$ cat config.mk
export PLATFORM = sky130hd
export DESIGN_NAME = a0_uart_logger
export DESIGN_NICKNAME = d
export VERILOG_FILES = /design/src/rtl/uart_pkg.sv /design/src/rtl/sync_fifo.sv /design/src/rtl/a0_uart_logger.sv
export SDC_FILE = /design/constraint.sdc
export NUM_CORES = 1
export LEC_CHECK = 0
export ABC_AREA = 1
export BUFFER_PORTS_ARGS = -buffer_cell sky130_fd_sc_hd__buf_2
export CELL_PAD_IN_SITES_DETAIL_PLACEMENT = 0
export CELL_PAD_IN_SITES_GLOBAL_PLACEMENT = 2
export CORE_ASPECT_RATIO = 2
export CORE_MARGIN = 10
export CORE_UTILIZATION = 41
export DETAILED_ROUTE_END_ITERATION = 10
export PLACE_DENSITY = 0.84
export SLEW_MARGIN = 10
export SYNTH_ARGS = -nofsm -noshare
export SYNTH_HDL_FRONTEND = slang
export SYNTH_SLANG_ARGS = --single-unit
$ cat constraint.sdc
create_clock -name clk -period 3.3 [get_ports clk]
set_input_delay 0.66 -clock clk [delete_from_list [all_inputs] [get_ports clk]]
set_output_delay 0.66 -clock clk [all_outputs]
set_load 0.02 [all_outputs]
$ cat src/rtl/uart_pkg.sv
// uart_pkg: shared UART framing types and constants for the a0 logger.
package uart_pkg;
  typedef enum logic [2:0] {IDLE, START, DATA, STOP, NEWLINE} tx_state_t;
  localparam logic [7:0] UART_NEWLINE = 8'h0A;
  localparam int DATA_BITS = 8;
  localparam int FRAME_BITS = DATA_BITS + 2;
endpackage

$ cat src/rtl/sync_fifo.sv
// sync_fifo: circular-buffer FIFO; a push while full is accepted only if a pop frees a slot in the same cycle.
module sync_fifo #(
  parameter int WIDTH = 32,
  parameter int DEPTH = 4
) (
  input  logic                     clk,
  input  logic                     rst,
  input  logic                     push,
  input  logic                     pop,
  input  logic [WIDTH-1:0]         wdata,
  output logic [WIDTH-1:0]         rdata,
  output logic [$clog2(DEPTH):0]   count,
  output logic                     full,
  output logic                     empty
);
  localparam int AW = $clog2(DEPTH);
  logic [WIDTH-1:0] mem [DEPTH];
  logic [AW-1:0] wptr, rptr;
  logic wr;
  assign full = count == (AW+1)'(DEPTH);
  assign empty = count == '0;
  assign wr = push && (!full || pop);
  assign rdata = mem[rptr];
  always_ff @(posedge clk or posedge rst) begin
    if (rst) begin
      wptr <= '0;
      rptr <= '0;
      count <= '0;
    end else begin
      if (wr) wptr <= wptr + AW'(1);
      if (pop) rptr <= rptr + AW'(1);
      count <= count + (AW+1)'(wr) - (AW+1)'(pop);
    end
  end
  always_ff @(posedge clk) begin
    if (wr) mem[wptr] <= wdata;
  end
endmodule

$ cat src/rtl/a0_uart_logger.sv
// a0_uart_logger: queues each change of a0 and sends it MSB byte first as 8N1 UART frames.
// Define A0_LOG_NEWLINE_EN to follow every word with a framed 0x0A byte.
module a0_uart_logger
  import uart_pkg::*;
#(
  parameter int DATA_WIDTH   = 32,
  parameter int CLKS_PER_BIT = 868,
  parameter int FIFO_DEPTH   = 4
) (
  input  logic                          clk,
  input  logic                          rst,
  input  logic [DATA_WIDTH-1:0]         a0_i,
  input  logic                          en_i,
  output logic                          tx_o,
  output logic                          busy_o,
  output logic                          overflow_o,
  output logic [$clog2(FIFO_DEPTH):0]   fifo_count_o
);
  localparam int NB = DATA_WIDTH / 8;
  localparam int CW = $clog2(CLKS_PER_BIT);
  localparam int BW = NB > 1 ? $clog2(NB) : 1;
  tx_state_t state, state_n;
  logic [CW-1:0] cnt;
  logic [2:0] bit_idx;
  logic [BW-1:0] byte_idx;
  logic [DATA_WIDTH-1:0] a0_prev, word, fifo_data;
  logic push, pop, full, empty, tick, last_byte, nl;
  logic [7:0] cur_byte;
  assign push = en_i && a0_i != a0_prev;
  assign pop = state == IDLE && !empty;
  assign tick = cnt == CW'(CLKS_PER_BIT - 1);
  assign last_byte = byte_idx == BW'(NB - 1);
  assign cur_byte = nl ? UART_NEWLINE : word[(NB - 1 - int'(byte_idx)) * 8 +: 8];
  assign busy_o = state != IDLE;
  assign tx_o = state == DATA ? cur_byte[bit_idx] : !(state == START || state == NEWLINE);
  sync_fifo #(.WIDTH(DATA_WIDTH), .DEPTH(FIFO_DEPTH)) u_fifo (
    .clk(clk), .rst(rst), .push(push), .pop(pop), .wdata(a0_i),
    .rdata(fifo_data), .count(fifo_count_o), .full(full), .empty(empty)
  );
  always_comb begin
    state_n = state;
    unique case (state)
      IDLE:           state_n = empty ? IDLE : START;
      START, NEWLINE: state_n = tick ? DATA : state;
      DATA:           state_n = tick && bit_idx == 3'd7 ? STOP : DATA;
`ifdef A0_LOG_NEWLINE_EN
      STOP:           state_n = !tick ? STOP : nl ? IDLE : last_byte ? NEWLINE : START;
`else
      STOP:           state_n = !tick ? STOP : last_byte ? IDLE : START;
`endif
      default:        state_n = IDLE;
    endcase
  end
  always_ff @(posedge clk or posedge rst) begin
    if (rst) begin
      state <= IDLE;
      cnt <= '0;
      bit_idx <= '0;
      byte_idx <= '0;
      word <= '0;
      a0_prev <= '0;
      overflow_o <= 1'b0;
    end else begin
      state <= state_n;
      a0_prev <= a0_i;
      overflow_o <= overflow_o | (push && full && !pop);
      cnt <= (state == IDLE || tick) ? '0 : cnt + CW'(1);
      bit_idx <= state != DATA ? '0 : tick ? bit_idx + 3'd1 : bit_idx;
      if (pop) begin
        word <= fifo_data;
        byte_idx <= '0;
      end else if (state == STOP && tick && !last_byte) begin
        byte_idx <= byte_idx + BW'(1);
      end
    end
  end
`ifdef A0_LOG_NEWLINE_EN
  always_ff @(posedge clk or posedge rst) begin
    if (rst) nl <= 1'b0;
    else nl <= state == NEWLINE ? 1'b1 : state == IDLE ? 1'b0 : nl;
  end
`else
  assign nl = 1'b0;
`endif
endmodule

==> results.cfg, run 1 <==
[clock_tree]
post_cts_buffers = 0
cts.sinks = 217
root_buffer = clkbuf_16
ctsHoldBuffers = 0
cts_resized = 0
h-tree-depth = 1
clkTransAtPathRegs_ns = 0.06
worstSkewPairLatency_ns = 0.51
clockBufferDepth = 3
cts_tree = built
cts_buffers = 21

[setup_path]
critPathMostFrequentCell = nand2_1
crit_family = simple AND/OR/NAND/NOR gates
max_stage_delay_ns = 0.37
startpoint_type = flop
worstPathCellList = inv_1 > nand2_1 > nand3_1 > nand3_1 > nand3_1 > nand2_1 > nand2_1 > nand2_1 > nand2_1 > nand2_1 > buf_2
cp_num_buf_inv = 2
critPathMaxFanout = 15
crit_path_end_kind = output pin
cp_slowest_cell = dfrtp_1
worstPathArrival_ns = 2.09
worstSetupPathType = flop to output pin
critPathRequiredTime_ns = 2.64

[yosys]
synth_top_area_share_pct = 42.2
synthCells = 827
syn_area_per_cell_um2 = 11.0
synth_area_um2 = 9110
synthArstFlopShare_pct = 41.0
synth_area_leaders = edfxtp_1 42%, dfrtp_1 24%, nand2_1 6.6%, nor2_1 4.2%, inv_1 3.8%
synth_xor_xnor_area_share_pct = 2.02
yosys.area_share.simple_pct = 13.6
synthAdderAreaFrac_pct = 1.59
yosysSeqAreaShare_pct = 66.6
yosysUniqueCellTypes = 37
yosysWarnings = 0
synth-edff-count = 128
synthesis.nets = 873
synth_ff_type = edfxtp_1
yosys-mux-area-fraction_pct = 0
synth_top_family_by_area = simple AND/OR/NAND/NOR gates
synth.ff_latch_count = 217
synth_area_leader_cell = edfxtp_1
synth_compound_area_share_pct = 9.42

[final_layout]
drive_above_1_share_pct = 13.9
final_nets = 921
areaGrowthSynthToFinish_pct = 12.2
layout_common_cells = 160 x nand2_1, 128 x edfxtp_1, 97 x nor2_1
layout_commonest_cell = nand2_1
diodes = 0

[timing]
finalHoldViolCount = 0
finalCriticalPeriod_ns = 2.75
setup_tns_ns = 0
clock_skew_ns = 0.0234
drv_slew = 0
setup_violations = 0
max_freq_mhz = 364
fin_crit_sh_pct = 83.3
grt_setup_unrepaired = false
relSlewSlack_pct = 26.1
worst_pin_slew_ns = 1.11

[global_route]
grtUsageTotal_pct = 13.3
grt_pass1_vias = 5777
grt_pass1_wl_um = 31000
grt_start_max_net_pins = 66
gr-total-overflow = 0
antenna_found_initial = 0

[place]
port_buffers = 40
routabilityCongestion = 0.813
hpwl_um = 12600

[status]
status = finished clean

[detailed_routing]
drc_errors = 0
route.vias.total = 5651
avgRoutedWirePerCell_um = 16.6
first_iter_violations = 307
avgViaCountPerCell = 4.85
dr.pass1.iters = 4
ant_nets = 0
drt-total-wl_um = 19400

[die]
ioPinCount = 41
fp.dieArea_um2 = 29000
rows = 77
die_y_um = 231
core_region_area_um2 = 22000
chipWidth_um = 125
start_util_pct = 41.5

[power]
total_power_mw = 6.42
powerDensity_nw_per_um2 = 628
power.leakage_nw = 4.19
ir_drop_mv = 0.423

[hold_path]
hold_class = primary input to asynchronous set/reset pin

[job]
drv_cap = 0
[worst reg2reg max path: stages (launching register included)]
cell	delay, ns
dfrtp_1	0.38
xnor2_1	0.13
nand2_1	0.08
nor2_1	0.04
nand2_1	0.13
nor2_1	0.08
nand2_1	0.20
nand3_2	0.20
buf_4	0.21
nor2_4	0.62
buf_4	0.33
[sequential cells by signal, summed over array words and instances (netlist names)]
signal / flops
u_fifo.mem: 128
a0_prev: 32
word: 32
cnt: 10
bit_idx: 3
u_fifo.count: 3
byte_idx: 2
state: 2
u_fifo.rptr: 2
u_fifo.wptr: 2
overflow_o: 1
[path summary, 6_finish.rpt]
path,from,to,slack [ns],depth (start not counted)
max in group asynchronous,rst,a0_prev[30]$_DFF_PP0_,2.37,3
min reg2reg,cnt[0]$_DFF_PP0_,cnt[0]$_DFF_PP0_,0.47,1
max reg2reg,a0_prev[6]$_DFF_PP0_,u_fifo.mem[3][8]$_DFFE_PP_,0.59,10
max,byte_idx[0]$_DFFE_PP0P_,tx_o,0.55,11
min in group clk,a0_i[7],a0_prev[7]$_DFF_PP0_,0.32,1
min,rst,a0_prev[6]$_DFF_PP0_,0.21,2
[power breakdown]
| group | total [mW] | leakage, nW | internal, mW | switching, mW |
|---|---|---|---|---|
| Clock | 2.33 | 0.315 | 1.34 | 0.997 |
| Combinational | 0.705 | 1.65 | 0.205 | 0.500 |
| Sequential | 3.38 | 2.23 | 3.28 | 0.0983 |
[routing by layer]
metal  share of wire [%]  global-route usage, %  wire length [um]  up-vias
met5                   0                      0                 0        -
met4                 3.2                   5.60               629        0
met3                 2.6                   1.70               506       35
met2                  55                   25.0             10600       68
met1                  39                   14.5              7590     2699
li1                    -                      -                 -     2849
[synthesized netlist by cell type, types with 2 or more instances]
cell	instances
nand2_1	160
edfxtp_1	128
nor2_1	101
inv_1	92
dfrtp_1	89
o21ai_0	61
nand3_1	31
o22ai_1	31
o21ai_1	20
o21ai_2	17
xnor2_1	17
buf_6	13
clkbuf_1	10
ha_1	10
a21oi_1	6
buf_2	5
inv_2	5
nand4_1	4
xor2_1	4
nand3_2	2
nor2_2	2
nor3_1	2
nor3b_1	2
o211ai_1	2
[kinds of logic after synthesis]
group,Yosys count
DFF,217
xor gates and xnor gates,21
and+or+nand+nor,307
buffers and inverters,128
adders and majority gates,11
AOI/OAI and AO/OA,143
[cell type report]
| class | count | area (um^2) |
|---|---|---|
| fillers | 2076 | 11700 |
| flip-flops and latches | 217 | 6070 |
| multi-input cells | 482 | 2460 |
| clock buffers | 26 | 544 |
| inverters | 97 | 367 |
| well taps | 276 | 345 |
| repair buffers | 56 | 320 |
| clock inverters | 12 | 121 |
[through the flow]
step	utilization (%)	hold WS, ns	worst slack (ns)	cells	cell area (um^2)
2_1_floorplan	-	0.433	0.316	827	9110
3_3_place_gp	43.5	0.461	0.100	1128	9560
3_5_place_dp	43.5	0.473	0.0912	1128	9560
4_1_cts	46.6	0.232	0.512	1166	10200
5_1_grt	46.6	0.262	0.341	1166	10200
6_report	46.6	0.212	0.552	1166	10200
Power figures use the tool's default switching activity.
==> run 2: changes to the inputs <==
==> constraint.sdc (replaced) <==
create_clock -name clk -period 2.6 [get_ports clk]
set_input_delay 0.52 -clock clk [delete_from_list [all_inputs] [get_ports clk]]
set_output_delay 0.52 -clock clk [all_outputs]
set_load 0.02 [all_outputs]
==> results.cfg, run 2 (synthesized netlist as in run 1, its figures left out) <==
[die]
rows = 77
start_util_pct = 41.5
ioPinCount = 41
die_y_um = 231
chipWidth_um = 125
fp.dieArea_um2 = 29000
core_region_area_um2 = 22000

[global_route]
grt_pass1_wl_um = 31000
grt_start_max_net_pins = 66
gr-total-overflow = 0
grtUsageTotal_pct = 13.3
grt_pass1_vias = 5835
antenna_found_initial = 0

[place]
dpl-instance-area_um2 = 9740
port_buffers = 40
hpwl_um = 13200
routabilityCongestion = 0.815
post-place-ws_ns = 0.0608

[final_layout]
drive_above_1_share_pct = 17.1
areaGrowthSynthToFinish_pct = 14.9
layout_common_cells = 151 x nand2_1, 128 x edfxtp_1, 97 x nor2_1
largest_reg_flops = 128
reg_top3 = u_fifo.mem x128, a0_prev x32, word x32
final_area_um2 = 10500
layout_commonest_cell = nand2_1
diodes = 0
final_nets = 930
regMostFlops = u_fifo.mem

[clock_tree]
ctsHoldBuffers = 0
clkTransAtPathRegs_ns = 0.06
cts_tree = built
root_buffer = clkbuf_16
clockBufferDepth = 3
cts.sinks = 217
cts_buffers = 20
h-tree-depth = 1
worstSkewPairLatency_ns = 0.50

[timing]
drv_slew = 0
setup_tns_ns = 0
worst_pin_slew_ns = 0.768
worst_hold_slack_ns = 0.0969
relSlewSlack_pct = 48.8
grt_setup_unrepaired = true
max_freq_mhz = 398
final.setup.worst_slack_ns = 0.0863
setup_violations = 0
clock_skew_ns = 0.0150
fin_crit_sh_pct = 96.7
finalHoldViolCount = 0
finalCriticalPeriod_ns = 2.51

[detailed_routing]
avgViaCountPerCell = 4.86
dr.pass1.iters = 4
avgRoutedWirePerCell_um = 16.4
first_iter_violations = 276
drt-total-wl_um = 19200
drc_errors = 0
ant_nets = 0
route.vias.total = 5701

[setup_path]
critPathRequiredTime_ns = 2.08
worstPathArrival_ns = 1.99
worstSetupPathType = flop to output pin
crit_path_end_kind = output pin
startpoint_type = flop
critPathMaxFanout = 7

[hold_path]
hold_class = primary input to asynchronous set/reset pin

[status]
status = finished clean

[power]
total_power_mw = 8.05
power.leakage_nw = 4.27
ir_drop_mv = 0.460
powerDensity_nw_per_um2 = 769

[job]
drv_cap = 0
==> run 2: changes by cell type in the layout (fill, tap and decap cells not counted), moves of 4 or more <==
cell / previous run / this run
buf_12: 0 / 9
clkbuf_1: 5 / 9
nand2_2: 1 / 10
nand2_1: 160 / 151
nand3_2: 2 / 14
nand3_1: 31 / 19
==> run 2: final cells by class <==
| cell class | count | area, um^2 |
|---|---|---|
| repair inverters | 1 | 7.51 |
| well taps | 276 | 345 |
| flip-flops and latches | 217 | 6070 |
| multi-input cells | 482 | 2540 |
| fillers | 2050 | 11500 |
| clock buffers | 33 | 601 |
| repair buffers | 65 | 510 |
| clock inverters | 3 | 17.5 |
| inverters | 97 | 372 |
==> run 2: worst paths after layout <==
check                                        startpoint                   endpoint  slack [ns]  depth (start not counted)
worst min register to register         cnt[0]$_DFF_PP0_           cnt[0]$_DFF_PP0_        0.47                          1
max in group asynchronous                           rst      a0_prev[19]$_DFF_PP0_        1.85                          3
worst min-delay path                                rst      a0_prev[30]$_DFF_PP0_         0.1                          2
worst max-delay path            byte_idx[0]$_DFFE_PP0P_                       tx_o        0.09                         11
worst max register to register     a0_prev[8]$_DFF_PP0_  u_fifo.count[2]$_DFF_PP0_        0.41                         14
min in group clk                               a0_i[10]      a0_prev[10]$_DFF_PP0_        0.19                          1
==> run 2: through the flow <==
stage | cells | utilization (%)
2_1_floorplan | 827 | -
6_report | 1174 | 47.7
3_3_place_gp | 1136 | 44.3
5_1_grt | 1174 | 47.7
4_1_cts | 1174 | 47.2
3_5_place_dp | 1136 | 44.3
==> run 2: timing repair <==
| item | CTS | global route |
|---|---|---|
| buffers inserted | 1 | 0 |
| gates resized for setup | 3 | 25 |
| setup endpoints to repair | 1 | 1 |
| cloned | 1 | 0 |
| pin swaps | 0 | 13 |
==> run 2: power by group <==
| group | switching (mW) | leakage, nW | internal (mW) |
|---|---|---|---|
| clock network | 1.17 | 0.301 | 1.58 |
| registers | 0.131 | 2.23 | 4.16 |
| logic | 0.655 | 1.74 | 0.360 |
| total | 1.96 | 4.27 | 6.09 |
==> run 2: routing by layer <==
metal | GRT usage [%] | share of wire, %
met5 | 0 | 0
met4 | 6.22 | 3.1
met3 | 1.86 | 2.9
met2 | 25.0 | 56
met1 | 14.3 | 38
==> run 2: worst max-delay path, cell delays in order (launching register included) <==
cell        delay [ns]
dfrtp_2           0.43
clkinvlp_4        0.25
nand2_2           0.14
nand3_2           0.09
nand3_2           0.07
nand3_1           0.08
nand2_1           0.08
nand2_1           0.04
nand2_1           0.07
nand2_1           0.06
nand2_2           0.07
buf_6             0.11
==> run 3: changes to the inputs <==
--- a/config.mk
+++ b/config.mk
@@ -11,9 +11,9 @@
 export CELL_PAD_IN_SITES_GLOBAL_PLACEMENT = 2
 export CORE_ASPECT_RATIO = 2
 export CORE_MARGIN = 10
-export CORE_UTILIZATION = 41
+export CORE_UTILIZATION = 37
 export DETAILED_ROUTE_END_ITERATION = 10
-export PLACE_DENSITY = 0.84
+export PLACE_DENSITY = 0.8
 export SLEW_MARGIN = 10
 export SYNTH_ARGS = -nofsm -noshare
 export SYNTH_HDL_FRONTEND = slang
==> constraint.sdc (replaced) <==
create_clock -name clk -period 2.1 [get_ports clk]
set_input_delay 0.42 -clock clk [delete_from_list [all_inputs] [get_ports clk]]
set_output_delay 0.42 -clock clk [all_outputs]
set_load 0.02 [all_outputs]
==> results.cfg, run 3 (synthesized netlist as in run 1, its figures left out) <==
[timing]
max_freq_mhz = 426
fin_crit_sh_pct = 112
finalHoldViolCount = 0
clock_skew_ns = 0.0189
finalCriticalPeriod_ns = 2.35
relSlewSlack_pct = 63.8
setup_violations = 1
worst_pin_slew_ns = 0.544
final.setup.worst_slack_ns = -0.247
drv_slew = 0
grt_setup_unrepaired = true

[clock_tree]
cts.sinks = 217
root_buffer = clkbuf_16
h-tree-depth = 1
ctsHoldBuffers = 0
clkTransAtPathRegs_ns = 0.07
cts_buffers = 20
worstSkewPairLatency_ns = 0.51
cts_tree = built
clockBufferDepth = 3

[die]
fp.dieArea_um2 = 31700
die_y_um = 242
core_region_area_um2 = 24300
rows = 81
ioPinCount = 41
start_util_pct = 37.5
chipWidth_um = 131

[place]
routabilityCongestion = 0.816
post-place-ws_ns = -0.334
dpl-instance-area_um2 = 10000
port_buffers = 40
hpwl_um = 13100

[final_layout]
areaGrowthSynthToFinish_pct = 19.2
layout_commonest_cell = nand2_1
largest_reg_flops = 128
drive_above_1_share_pct = 21.8
reg_top3 = u_fifo.mem x128, a0_prev x32, word x32
layout_common_cells = 149 x nand2_1, 128 x edfxtp_1, 91 x nor2_1
diodes = 0
final_util_pct = 44.7
final_nets = 964
final_area_um2 = 10900
regMostFlops = u_fifo.mem

[detailed_routing]
drc_errors = 0
first_iter_violations = 222
avgViaCountPerCell = 4.79
ant_nets = 0
route.vias.total = 5856
dr.pass1.iters = 4
drt-total-wl_um = 19900
avgRoutedWirePerCell_um = 16.3

[power]
ir_drop_mv = 0.506
power.leakage_nw = 4.48
total_power_mw = 10.4
powerDensity_nw_per_um2 = 954

[hold_path]
hold_class = primary input to asynchronous set/reset pin

[setup_path]
crit_path_end_kind = output pin
worstSetupPathType = flop to output pin
critPathMaxFanout = 16
worstPathArrival_ns = 1.93
critPathRequiredTime_ns = 1.68
startpoint_type = flop

[global_route]
grt_start_max_net_pins = 90
grtUsageTotal_pct = 13.0
grt_pass1_vias = 6060
antenna_found_initial = 0
gr-total-overflow = 0
grt_pass1_wl_um = 32100

[status]
status = finished with violations
violations = setup timing

[job]
drv_cap = 0
==> run 3: worst paths after layout <==
path	startpoint	to	slack [ns]	depth (start not counted)
setup / recovery	byte_idx[0]$_DFFE_PP0P_	tx_o	-0.25	10
hold / removal	rst	a0_prev[1]$_DFF_PP0_	0.05	3
setup reg to reg	state[1]$_DFFE_PP0P_	u_fifo.count[2]$_DFF_PP0_	0.12	10
hold reg to reg	cnt[0]$_DFF_PP0_	cnt[0]$_DFF_PP0_	0.47	1
max in group asynchronous	rst	u_fifo.count[1]$_DFF_PP0_	1.62	3
min in group clk	a0_i[21]	a0_prev[21]$_DFF_PP0_	0.06	1
==> run 3: timing repair <==
action                                  CTS  global route
buffers inserted                          2             0
endpoints found under the setup margin  130            11
pin swaps                                 5             5
gates cloned                              1             0
resized for setup                        33             8
==> run 3: power by group <==
part	internal, mW	total, mW	switching [mW]	leakage [nW]
logic	0.522	1.37	0.851	1.93
registers	5.15	5.32	0.168	2.23
clock network	2.16	3.68	1.52	0.325
total	7.83	10.4	2.54	4.48
==> run 3: worst max-delay path: stages, from the launching register on <==
cell	delay (ns)
dfrtp_2	0.45
buf_12	0.16
o211ai_1	0.19
nand3_1	0.10
nand3_1	0.07
nand2_1	0.08
nand2_1	0.06
nand2_1	0.04
nand2_1	0.07
nand2_2	0.06
buf_6	0.13
==> run 3: cell type report <==
class                           count  area [um^2]
Sequential cell                   217         6080
Fill cell                        2294        13500
Clock buffer                       30          579
Timing Repair Buffer              100          802
Tap cell                          290          363
Multi-Input combinational cell    482         2600
Clock inverter                      6         80.1
Inverter                           97          370
==> run 3: through the flow <==
| step | std cells | hold WS (ns) | TNS [ns] |
|---|---|---|---|
| floorplan | 827 | 0.433 | -0.180 |
| global placement | 1183 | 0.447 | -22.03 |
| detailed placement | 1183 | 0.463 | -24.55 |
| CTS | 1222 | 0.0442 | -0.280 |
| global route | 1222 | 0.0568 | -0.411 |
| finish | 1222 | 0.0452 | -0.247 |
==> run 3: metal layers <==
layer	vias up	part of all wire (%)	GRT usage [%]
li1	2937	-	-
met1	2823	38	14.3
met2	64	57	24.3
met3	32	2.6	1.62
met4	0	2.5	4.93
met5	-	0	0
